===== src/rtl/riscv_pkg.sv =====
// Shared RISC-V definitions for the fetch front end.
// Contents: base opcodes, instruction field positions/widths, and the
// fetch_entry_t record ({pc, instr}) held by the fetch queue.
package riscv_pkg;

  localparam int unsigned XLEN_DEF = 32;

  localparam logic [6:0] R_TYPE = 7'b0110011;
  localparam logic [6:0] I_TYPE = 7'b0010011;
  localparam logic [6:0] LOAD   = 7'b0000011;
  localparam logic [6:0] STORE  = 7'b0100011;
  localparam logic [6:0] BRANCH = 7'b1100011;
  localparam logic [6:0] JAL    = 7'b1101111;
  localparam logic [6:0] JALR   = 7'b1100111;
  localparam logic [6:0] LUI    = 7'b0110111;
  localparam logic [6:0] AUIPC  = 7'b0010111;

  localparam int unsigned OPCODE_LSB = 0;
  localparam int unsigned OPCODE_W   = 7;
  localparam int unsigned RD_LSB     = 7;
  localparam int unsigned RD_W       = 5;
  localparam int unsigned FUNCT3_LSB = 12;
  localparam int unsigned FUNCT3_W   = 3;
  localparam int unsigned RS1_LSB    = 15;
  localparam int unsigned RS1_W      = 5;
  localparam int unsigned RS2_LSB    = 20;
  localparam int unsigned RS2_W      = 5;
  localparam int unsigned FUNCT7_LSB = 25;
  localparam int unsigned FUNCT7_W   = 7;

  typedef struct packed {
    logic [XLEN_DEF-1:0] pc;
    logic [31:0]         instr;
  } fetch_entry_t;

endpackage


===== src/rtl/fetch_fifo.sv =====
// Synchronous in-order queue of fetched instructions.
// Ports: clk, rst_n (sync, active-low); push_i/din_i write an entry,
// pop_i retires the head, flush_i empties the queue (wins over push/pop);
// head_o is the oldest entry, count_o/full_o/empty_o report occupancy.
module fetch_fifo #(
  parameter int unsigned W     = 64,
  parameter int unsigned DEPTH = 2
) (
  input  logic                       clk,
  input  logic                       rst_n,
  input  logic                       push_i,
  input  logic                       pop_i,
  input  logic                       flush_i,
  input  logic [W-1:0]               din_i,
  output logic [W-1:0]               head_o,
  output logic [$clog2(DEPTH+1)-1:0] count_o,
  output logic                       full_o,
  output logic                       empty_o
);

  localparam int unsigned PW = (DEPTH > 1) ? $clog2(DEPTH) : 1;
  localparam int unsigned CW = $clog2(DEPTH+1);

  logic [W-1:0]  mem_q [DEPTH];
  logic [PW-1:0] wr_q, wr_d, rd_q, rd_d;
  logic [CW-1:0] cnt_q, cnt_d;

  function automatic logic [PW-1:0] ptr_inc(input logic [PW-1:0] p);
    return (p == PW'(DEPTH-1)) ? '0 : p + 1'b1;
  endfunction

  always_comb begin
    wr_d  = wr_q;
    rd_d  = rd_q;
    cnt_d = cnt_q;
    if (flush_i) begin
      wr_d  = '0;
      rd_d  = '0;
      cnt_d = '0;
    end else begin
      if (push_i) wr_d = ptr_inc(wr_q);
      if (pop_i)  rd_d = ptr_inc(rd_q);
      case ({push_i, pop_i})
        2'b10:   cnt_d = cnt_q + 1'b1;
        2'b01:   cnt_d = cnt_q - 1'b1;
        default: cnt_d = cnt_q;
      endcase
    end
  end

  always_ff @(posedge clk) begin
    if (!rst_n) begin
      wr_q  <= '0;
      rd_q  <= '0;
      cnt_q <= '0;
    end else begin
      wr_q  <= wr_d;
      rd_q  <= rd_d;
      cnt_q <= cnt_d;
    end
  end

  // Push while full is only legal alongside a pop, so the slot written is
  // the head being retired in the same cycle.
  always_ff @(posedge clk) begin
    if (push_i && !flush_i) mem_q[wr_q] <= din_i;
  end

  assign head_o  = mem_q[rd_q];
  assign count_o = cnt_q;
  assign full_o  = (cnt_q == CW'(DEPTH));
  assign empty_o = (cnt_q == '0);

  no_overflow: assert property (@(posedge clk) disable iff (!rst_n)
    !(push_i && full_o && !pop_i && !flush_i))
    else $error("fetch_fifo: push into full queue");

endmodule


===== src/rtl/instr_fetch_unit.sv =====
// Instruction fetch front end: owns the PC, issues word reads over a
// req/gnt + rvalid interface, queues returned words in order and presents
// the head, pre-split into RISC-V fields, through instr_valid/instr_ready.
// Ports: clk, rst_n (sync, active-low); imem_* memory request/response;
// redirect_valid/redirect_pc from branch resolution; instr_* and field
// outputs towards decode (all zero while no instruction is valid).
module instr_fetch_unit
  import riscv_pkg::*;
#(
  parameter int unsigned XLEN     = XLEN_DEF,
  parameter logic [31:0] RESET_PC = 32'h0000_0000,
  parameter int unsigned DEPTH    = 2
) (
  input  logic            clk,
  input  logic            rst_n,
  output logic            imem_req,
  output logic [XLEN-1:0] imem_addr,
  input  logic            imem_gnt,
  input  logic            imem_rvalid,
  input  logic [31:0]     imem_rdata,
  input  logic            redirect_valid,
  input  logic [XLEN-1:0] redirect_pc,
  output logic            instr_valid,
  input  logic            instr_ready,
  output logic [31:0]     instr,
  output logic [XLEN-1:0] instr_pc,
  output logic [6:0]      opcode,
  output logic [4:0]      rd,
  output logic [2:0]      funct3,
  output logic [4:0]      rs1,
  output logic [4:0]      rs2,
  output logic [6:0]      funct7
);

  localparam int unsigned CW       = $clog2(DEPTH+1);
  localparam logic [CW:0] CRED_MAX = (CW+1)'(DEPTH);

  logic [XLEN-1:0] pc_q, pc_d, resp_pc_q, resp_pc_d;
  logic [CW-1:0]   out_q, out_d, drop_q, drop_d, count;
  logic            resp_ok, fire, push, pop, full, empty;
  fetch_entry_t    head, push_entry;

  // A response with nothing outstanding can only be a leftover from before
  // reset; it is ignored rather than corrupting the credit count.
  assign resp_ok  = imem_rvalid && (out_q != '0);
  assign imem_req = rst_n && !redirect_valid &&
                    (({1'b0, out_q} + {1'b0, count}) < CRED_MAX);
  assign imem_addr = pc_q;
  assign fire      = imem_req && imem_gnt;

  always_comb begin
    pc_d      = pc_q;
    resp_pc_d = resp_pc_q;
    out_d     = out_q + CW'(fire) - CW'(resp_ok);
    drop_d    = drop_q;
    push      = 1'b0;
    if (redirect_valid) begin
      pc_d      = redirect_pc & ~XLEN'(3);
      resp_pc_d = redirect_pc & ~XLEN'(3);
      // Everything still in flight is stale, already-dropping ones included.
      drop_d    = out_d;
    end else begin
      if (fire) pc_d = pc_q + XLEN'(4);
      if (resp_ok) begin
        if (drop_q != '0) begin
          drop_d = drop_q - 1'b1;
        end else begin
          push      = 1'b1;
          resp_pc_d = resp_pc_q + XLEN'(4);
        end
      end
    end
  end

  always_ff @(posedge clk) begin
    if (!rst_n) begin
      pc_q      <= RESET_PC[XLEN-1:0];
      resp_pc_q <= RESET_PC[XLEN-1:0];
      out_q     <= '0;
      drop_q    <= '0;
    end else begin
      pc_q      <= pc_d;
      resp_pc_q <= resp_pc_d;
      out_q     <= out_d;
      drop_q    <= drop_d;
    end
  end

  assign push_entry.pc    = resp_pc_q;
  assign push_entry.instr = imem_rdata;
  assign pop = instr_valid && instr_ready && !redirect_valid;

  fetch_fifo #(
    .W     ($bits(fetch_entry_t)),
    .DEPTH (DEPTH)
  ) u_fifo (
    .clk     (clk),
    .rst_n   (rst_n),
    .push_i  (push),
    .pop_i   (pop),
    .flush_i (redirect_valid),
    .din_i   (push_entry),
    .head_o  (head),
    .count_o (count),
    .full_o  (full),
    .empty_o (empty)
  );

  assign instr_valid = rst_n && !empty;
  assign instr       = instr_valid ? head.instr : '0;
  assign instr_pc    = instr_valid ? head.pc    : '0;
  assign opcode      = instr[OPCODE_LSB +: OPCODE_W];
  assign rd          = instr[RD_LSB     +: RD_W];
  assign funct3      = instr[FUNCT3_LSB +: FUNCT3_W];
  assign rs1         = instr[RS1_LSB    +: RS1_W];
  assign rs2         = instr[RS2_LSB    +: RS2_W];
  assign funct7      = instr[FUNCT7_LSB +: FUNCT7_W];

  no_orphan_rsp: assert property (@(posedge clk) disable iff (!rst_n)
    imem_rvalid |-> (out_q != '0))
    else $error("instr_fetch_unit: response with nothing outstanding");

  no_queue_overrun: assert property (@(posedge clk) disable iff (!rst_n)
    !(push && full && !pop && !redirect_valid))
    else $error("instr_fetch_unit: queue overrun");

endmodule


===== config.mk =====
export PLATFORM = sky130hd
export DESIGN_NAME = instr_fetch_unit
export DESIGN_NICKNAME = d
export VERILOG_FILES = /design/src/rtl/riscv_pkg.sv /design/src/rtl/fetch_fifo.sv /design/src/rtl/instr_fetch_unit.sv
export SDC_FILE = /design/constraint.sdc
export NUM_CORES = 1
export LEC_CHECK = 0
export ABC_CLOCK_PERIOD_IN_PS = 7760
export BUFFER_PORTS_ARGS = -buffer_cell sky130_fd_sc_hd__clkbuf_2
export CAP_MARGIN = 20
export CORE_MARGIN = 3
export CORE_UTILIZATION = 25
export CTS_BUF_LIST = sky130_fd_sc_hd__clkbuf_2 sky130_fd_sc_hd__clkbuf_4 sky130_fd_sc_hd__clkbuf_8
export CTS_CLUSTER_SIZE = 8
export DETAILED_ROUTE_END_ITERATION = 12
export HOLD_SLACK_MARGIN = 0.12
export PLACE_DENSITY = 0.46
export SYNTH_ARGS = -nofsm -noshare
export SYNTH_HDL_FRONTEND = slang
export SYNTH_SLANG_ARGS = --single-unit

===== constraint.sdc =====
create_clock -name clk -period 7.76 [get_ports clk]
set_input_delay 2.328 -clock clk [delete_from_list [all_inputs] [get_ports clk]]
set_output_delay 2.328 -clock clk [all_outputs]
set_load 0.01 [all_outputs]

==> reports/results.ini, run 1 <==
[power]
power_frac_clock = 0.301
p_seq_frac = 0.574
ir_drop_uv = 96.3
p_leak_nw = 3.64
switching_share = 0.280
power_density_mw_per_mm2 = 206
p_comb_frac = 0.125
internal-power_mw = 1.54
p_sw_mw = 0.598

[synthesis]
synth_async_sr_flop_share = 0
ys_ff_latch = 193
postSynthAreaPerCell_um2 = 11.4
ys_warn_count = 0
synth_top_flop_cell = edfxtp_1
synth_enable_flop_cells = 124
syn_inst = 771
synth_area_mm2 = 0.00879
synth_cell_type_count = 55
ys_seq_area_frac = 0.581

[placement]
dp_hpwl_um = 16600
portBuffers = 193
gp_congestion = 0.786
placed_cells = 1354

[timing]
setup_viol = 0
min_period_over_period = 0.762
fin_tns_setup_ps = 0
period_minus_slack_ps = 5910
worst_clock_skew_ps = 16.5
worstMarginPinSlew_ps = 1000
relSlewSlack = 0.330
whs_ps = 518
fmax_mhz = 169
rsz0062_at_grt = false
finalHoldViolCount = 0
drv_slew = 0

[final_layout]
nets = 995
antenna_cells = 0
layout_commonest_cell = clkbuf_2
final_cells = 1386
syn_to_final_growth_pct = 18.2
drive_above_1_share = 0.262
final_cell_mix = clkbuf_2, edfxtp_1, nor2_1, dfxtp_1, mux2i_1
nFillCells = 3644

[floorplan]
start_util = 0.254
std_cell_rows = 68
io_pins = 200
dieHeight_um = 194
coreArea_mm2 = 0.0346
dieWidth_um = 194
die_area_mm2 = 0.0375

[detailed_routing]
vias = 6502
drt-total-wl_um = 23700
drc = 0
initialDrtViolationCount = 305
drtPass1Iterations = 4
via_per_inst = 4.69
ant_nets = 0
wire_per_inst_um = 17.1

[cts]
cts_setup_buffers = 0
cts_resized = 0
clkLatencyLatePin_ps = 470
htreeDepth = 4
cts_tree = done
postCtsHoldBufs = 0
clock_sinks = 193
cts-root-buf = clkbuf_8
path_clk_slew_ps = 100
cts_max_path_buffers = 2
numCtsBuffers = 17

[global_routing]
antenna_found_initial = 2
grt_max_degree = 76
overflow = 0
grt_pass1_vias = 6126
track_usage = 0.125
grt_pass1_wl_um = 36500

[critical_path]
path_max_fanout = 46
endpoint_kind = output port
start_kind = input pin
path_class = in2out
required_ps = 5430
worstPathArrival_ps = 3580

[flow_run]
maxCapViolCount = 0

[hold_path]
hold_path_class = reg2reg

[outcome]
status = complete, no violations

-- Yosys cell counts (6+ instances only) --
cell type | n | area (µm²)
and3_1 | 6 | 37.5
xor2_1 | 9 | 78.8
or3_1 | 7 | 43.8
clkbuf_1 | 31 | 116
nor4_1 | 10 | 62.6
ha_1 | 6 | 75.1
o21ai_0 | 39 | 195
and4_1 | 16 | 140
nand3_1 | 29 | 145
o31ai_1 | 16 | 120
or4_1 | 23 | 173
mux2i_1 | 63 | 631
edfxtp_1 | 124 | 3720
nand2b_1 | 7 | 43.8
dfxtp_1 | 69 | 1380
nor2_1 | 79 | 297
inv_1 | 16 | 60.1
nand4_1 | 16 | 100
nand2_1 | 26 | 97.6
a21oi_1 | 25 | 125
a31oi_1 | 23 | 144
nor3_1 | 13 | 65.1
a211oi_1 | 6 | 45.0
buf_4 | 36 | 270
xnor2_1 | 17 | 149
buf_1 | 7 | 26.3
-- power groups by stage --
stage                     Clock [mW]  Sequential, mW  Combinational, mW
after floorplan                    0            1.24              0.170
after global placement             0            1.25              0.271
after detailed placement           0            1.25              0.272
after CTS                      0.682            1.23              0.273
after global routing           0.718            1.24              0.302
final                          0.643            1.23              0.267
-- flip-flops by register name, summed over array words and instances (netlist names), named ones only --
| register | flops |
|---|---|
| drop_q | 2 |
| imem_addr | 30 |
| out_q | 2 |
| resp_pc_q | 30 |
| u_fifo.count_o | 2 |
| u_fifo.mem_q | 124 |
| u_fifo.rd_q | 1 |
| u_fifo.wr_q | 1 |
-- layer usage --
| metal | routed length, µm | vias up | GRT usage |
|---|---|---|---|
| met4 | 280 | 2 | 0.0340 |
| met1 | 11600 | 3105 | 0.180 |
| met3 | 1210 | 17 | 0.0263 |
| met5 | 13 | - | 0 |
| li1 | - | 3164 | - |
| met2 | 10600 | 214 | 0.190 |
-- critical path, cell delays in order --
cell,delay [ps]
clkbuf_2,130
o21ai_4,210
buf_4,530
nor2_1,180
clkbuf_2,170
-- cell families (layout without fill, tap and decap cells) --
kind of cell,count (synthesis),after routing,synth area share
fa+ha+maj,7,7,0.0108
buf+inv,92,249,0.0556
simple gates,253,253,0.156
mux,63,63,0.0717
compound gates,136,136,0.0990
other cells,1,4,0.000427
xor+xnor,26,26,0.0259
flops,193,193,0.581
-- metrics by stage --
stage	power, mW	util	setup slack (ps)	cell area [µm²]
floorplan	1.41	-	2000	8800
global placement	1.52	0.289	1780	10000
detailed placement	1.52	0.289	1760	10000
CTS	2.18	0.300	1760	10400
global route	2.26	0.300	1690	10400
finish	2.14	0.300	1850	10400
-- final timing paths --
check                           slack (ps)        end         startpoint  cells past startpoint
worst max-delay path                  1850  funct7[3]              rst_n                      5
worst min-delay path                   520   register        u_fifo.rd_q                      2
worst max register to register        4160  drop_q[1]  u_fifo.count_o[0]                     12
worst min register to register         520   register        u_fifo.rd_q                      2
-- layout make-up --
class                      count  area [µm²]  share of cell area
clock inverter                13         133              0.0128
inverter                      16        60.1             0.00578
clock buffer                  19         249              0.0240
multi-input combinational    489        3240               0.311
sequential                   193        5110               0.492
tap                          455         569              0.0548
timing repair buffer         201        1040              0.0999
(Power assumes the default switching activity.)
==> inputs of run 2 (changes only) <==
- ABC_CLOCK_PERIOD_IN_PS: 7760 -> 4900
- PLACE_DENSITY: 0.46 -> 0.48
- clock period: 7.76 -> 4.9 ns (I/O delays scaled with it)
==> run 2 against run 1 <==
Compared with the run above: non-clock buffer count grew 6; sequential power grew 58%; setup slack lost 870 ps; power grew 60%; critical endpoint is now imem_req; combinational power grew 61%; highest routed layer is now met4; die area is the same; clock power grew 62%; clock skew grew 15 ps.
==> reports/results.ini, run 2 (synthesized netlist as in run 1, its figures left out) <==
[critical_path]
endpoint_kind = output port  ; unchanged
worstPathArrival_ps = 2450  ; was 3580 ps
crit_chain = clkbuf_2 > buf_4 > nand2b_1 > nor3_1 > clkbuf_2  ; was clkbuf_2 > o21ai_4 > buf_4 > nor2_1 > clkbuf_2
max_stage_delay_ps = 260  ; was 530 ps
path_max_fanout = 21  ; was 46
cp_common_cell = clkbuf_2  ; unchanged
start_kind = input pin  ; unchanged
path_class = in2out  ; unchanged
slowest_stage = nor3_1  ; was buf_4
required_ps = 3430  ; was 5430 ps

[floorplan]
dieHeight_um = 194  ; unchanged
die_area_mm2 = 0.0375  ; unchanged
std_cell_rows = 68  ; unchanged
io_pins = 200  ; unchanged
start_util = 0.254  ; unchanged
coreArea_mm2 = 0.0346  ; unchanged
dieWidth_um = 194  ; unchanged

[final_layout]
largest-register = u_fifo.mem_q  ; unchanged
antenna_cells = 0  ; unchanged
layout_commonest_cell = clkbuf_2  ; unchanged
syn_to_final_growth_pct = 19.1  ; was 18.2%
largest_register_ffs = 124  ; unchanged
drive_above_1_share = 0.266  ; was 0.262
postLayoutCellArea_mm2 = 0.0105  ; was 0.0104 mm²
final_cell_mix = clkbuf_2, edfxtp_1, nor2_1, dfxtp_1, mux2i_1  ; unchanged
nets = 1001  ; was 995

[cts]
cts_resized = 0  ; unchanged
clock_sinks = 193  ; unchanged
cts_max_path_buffers = 2  ; unchanged
path_clk_slew_ps = 100  ; about the same
clkLatencyLatePin_ps = 470  ; about the same
cts_setup_buffers = 0  ; unchanged
htreeDepth = 4  ; unchanged
cts-root-buf = clkbuf_8  ; unchanged
numCtsBuffers = 17  ; unchanged
cts_tree = done  ; unchanged
postCtsHoldBufs = 0  ; unchanged

[power]
p_leak_nw = 3.69  ; was 3.64 nW
ir_drop_uv = 138  ; was 96.3 µV
power_density_mw_per_mm2 = 327  ; was 206 mW/mm²

[flow_run]
maxCapViolCount = 0  ; unchanged

[detailed_routing]
drtPass1Iterations = 4  ; unchanged
drc = 0  ; unchanged
ant_nets = 0  ; unchanged
vias = 6538  ; was 6502
drt-total-wl_um = 23700  ; about the same
wire_per_inst_um = 17.1  ; about the same
via_per_inst = 4.70  ; was 4.69
initialDrtViolationCount = 352  ; was 305

[timing]
min_period_over_period = 0.801
worst_clock_skew_ps = 31.8  ; was 16.5 ps
drv_slew = 0  ; unchanged
finalHoldViolCount = 0  ; unchanged
setup_viol = 0  ; unchanged
rsz0062_at_grt = false  ; unchanged
fin_tns_setup_ps = 0  ; unchanged
fmax_mhz = 255
worstMarginPinSlew_ps = 847  ; was 1000 ps
relSlewSlack = 0.430  ; was 0.330
period_minus_slack_ps = 3920

[outcome]
status = complete, no violations  ; unchanged

[placement]
placed_area_mm2 = 0.0101  ; was 0.0100 mm²
gp_congestion = 0.756  ; was 0.786
portBuffers = 193  ; unchanged
dp_hpwl_um = 17200  ; was 16600 µm

[hold_path]
hold_path_class = reg2reg  ; unchanged

[global_routing]
track_usage = 0.125  ; about the same
grt_use_met2 = 0.187  ; was 0.190
use_met1 = 0.188  ; was 0.180
grt_busiest_layer = met1  ; was met2
overflow = 0  ; unchanged
grt_max_degree = 53  ; was 76
antenna_found_initial = 0  ; was 2
grt_pass1_wl_um = 36900  ; was 36500 µm
use_met3 = 0.0265  ; was 0.0263
grt_pass1_vias = 6099  ; was 6126

## run 2: changes by cell type in the layout (fill, tap and decap cells not counted), moves of 2 or more
cell / previous run / this run
buf_12: 1 / 3
buf_4: 7 / 11
clkbuf_4: 2 / 0
clkinvlp_4: 4 / 0
inv_4: 0 / 2
inv_6: 2 / 5
## run 2: layout make-up
class	count	area [µm²]
clock buffers	18	248
clock inverters	13	139
fillers	3603	24200
inverters	16	60.1
multi-input cells	489	3240
flip-flops and latches	193	5110
well taps	455	569
repair buffers	207	1110
## run 2: critical path, delay by kind of cell
family	cells	cell delay, ps
buffers and inverters	3	500
AND/OR/NAND/NOR	2	470
## run 2: worst paths after layout
path	depth (start not counted)	slack, ps	from	to
setup / recovery	5	980	redirect_valid	imem_req
hold reg to reg	2	520	u_fifo.rd_q	u_fifo.rd_q
hold / removal	2	520	u_fifo.rd_q	u_fifo.rd_q
setup reg to reg	12	1360	u_fifo.count_o[0]	drop_q[1]
## run 2: power breakdown
part | internal (mW) | switching, mW | total, mW
combinational | 0.171 | 0.260 | 0.431
clock | 0.434 | 0.610 | 1.04
sequential | 1.85 | 0.0968 | 1.94
## run 2: routing by layer
| metal | vias up | wire, µm |
|---|---|---|
| met3 | 8 | 1200 |
| met5 | - | 0 |
| met2 | 213 | 10400 |
| li1 | 3178 | - |
| met1 | 3139 | 11900 |
| met4 | 0 | 155 |
## run 2: per-stage QoR
stage / setup WS (ps) / util / instances / hold slack [ps] / power, mW
after floorplan: 13.2 / - / 774 / 455 / 2.23
after CTS: 982 / 0.302 / 1391 / 524 / 3.48
after global routing: 897 / 0.302 / 1391 / 537 / 3.61
after global placement: 731 / 0.291 / 1359 / 486 / 2.41
final: 975 / 0.302 / 1391 / 523 / 3.42
after detailed placement: 966 / 0.291 / 1360 / 489 / 2.42
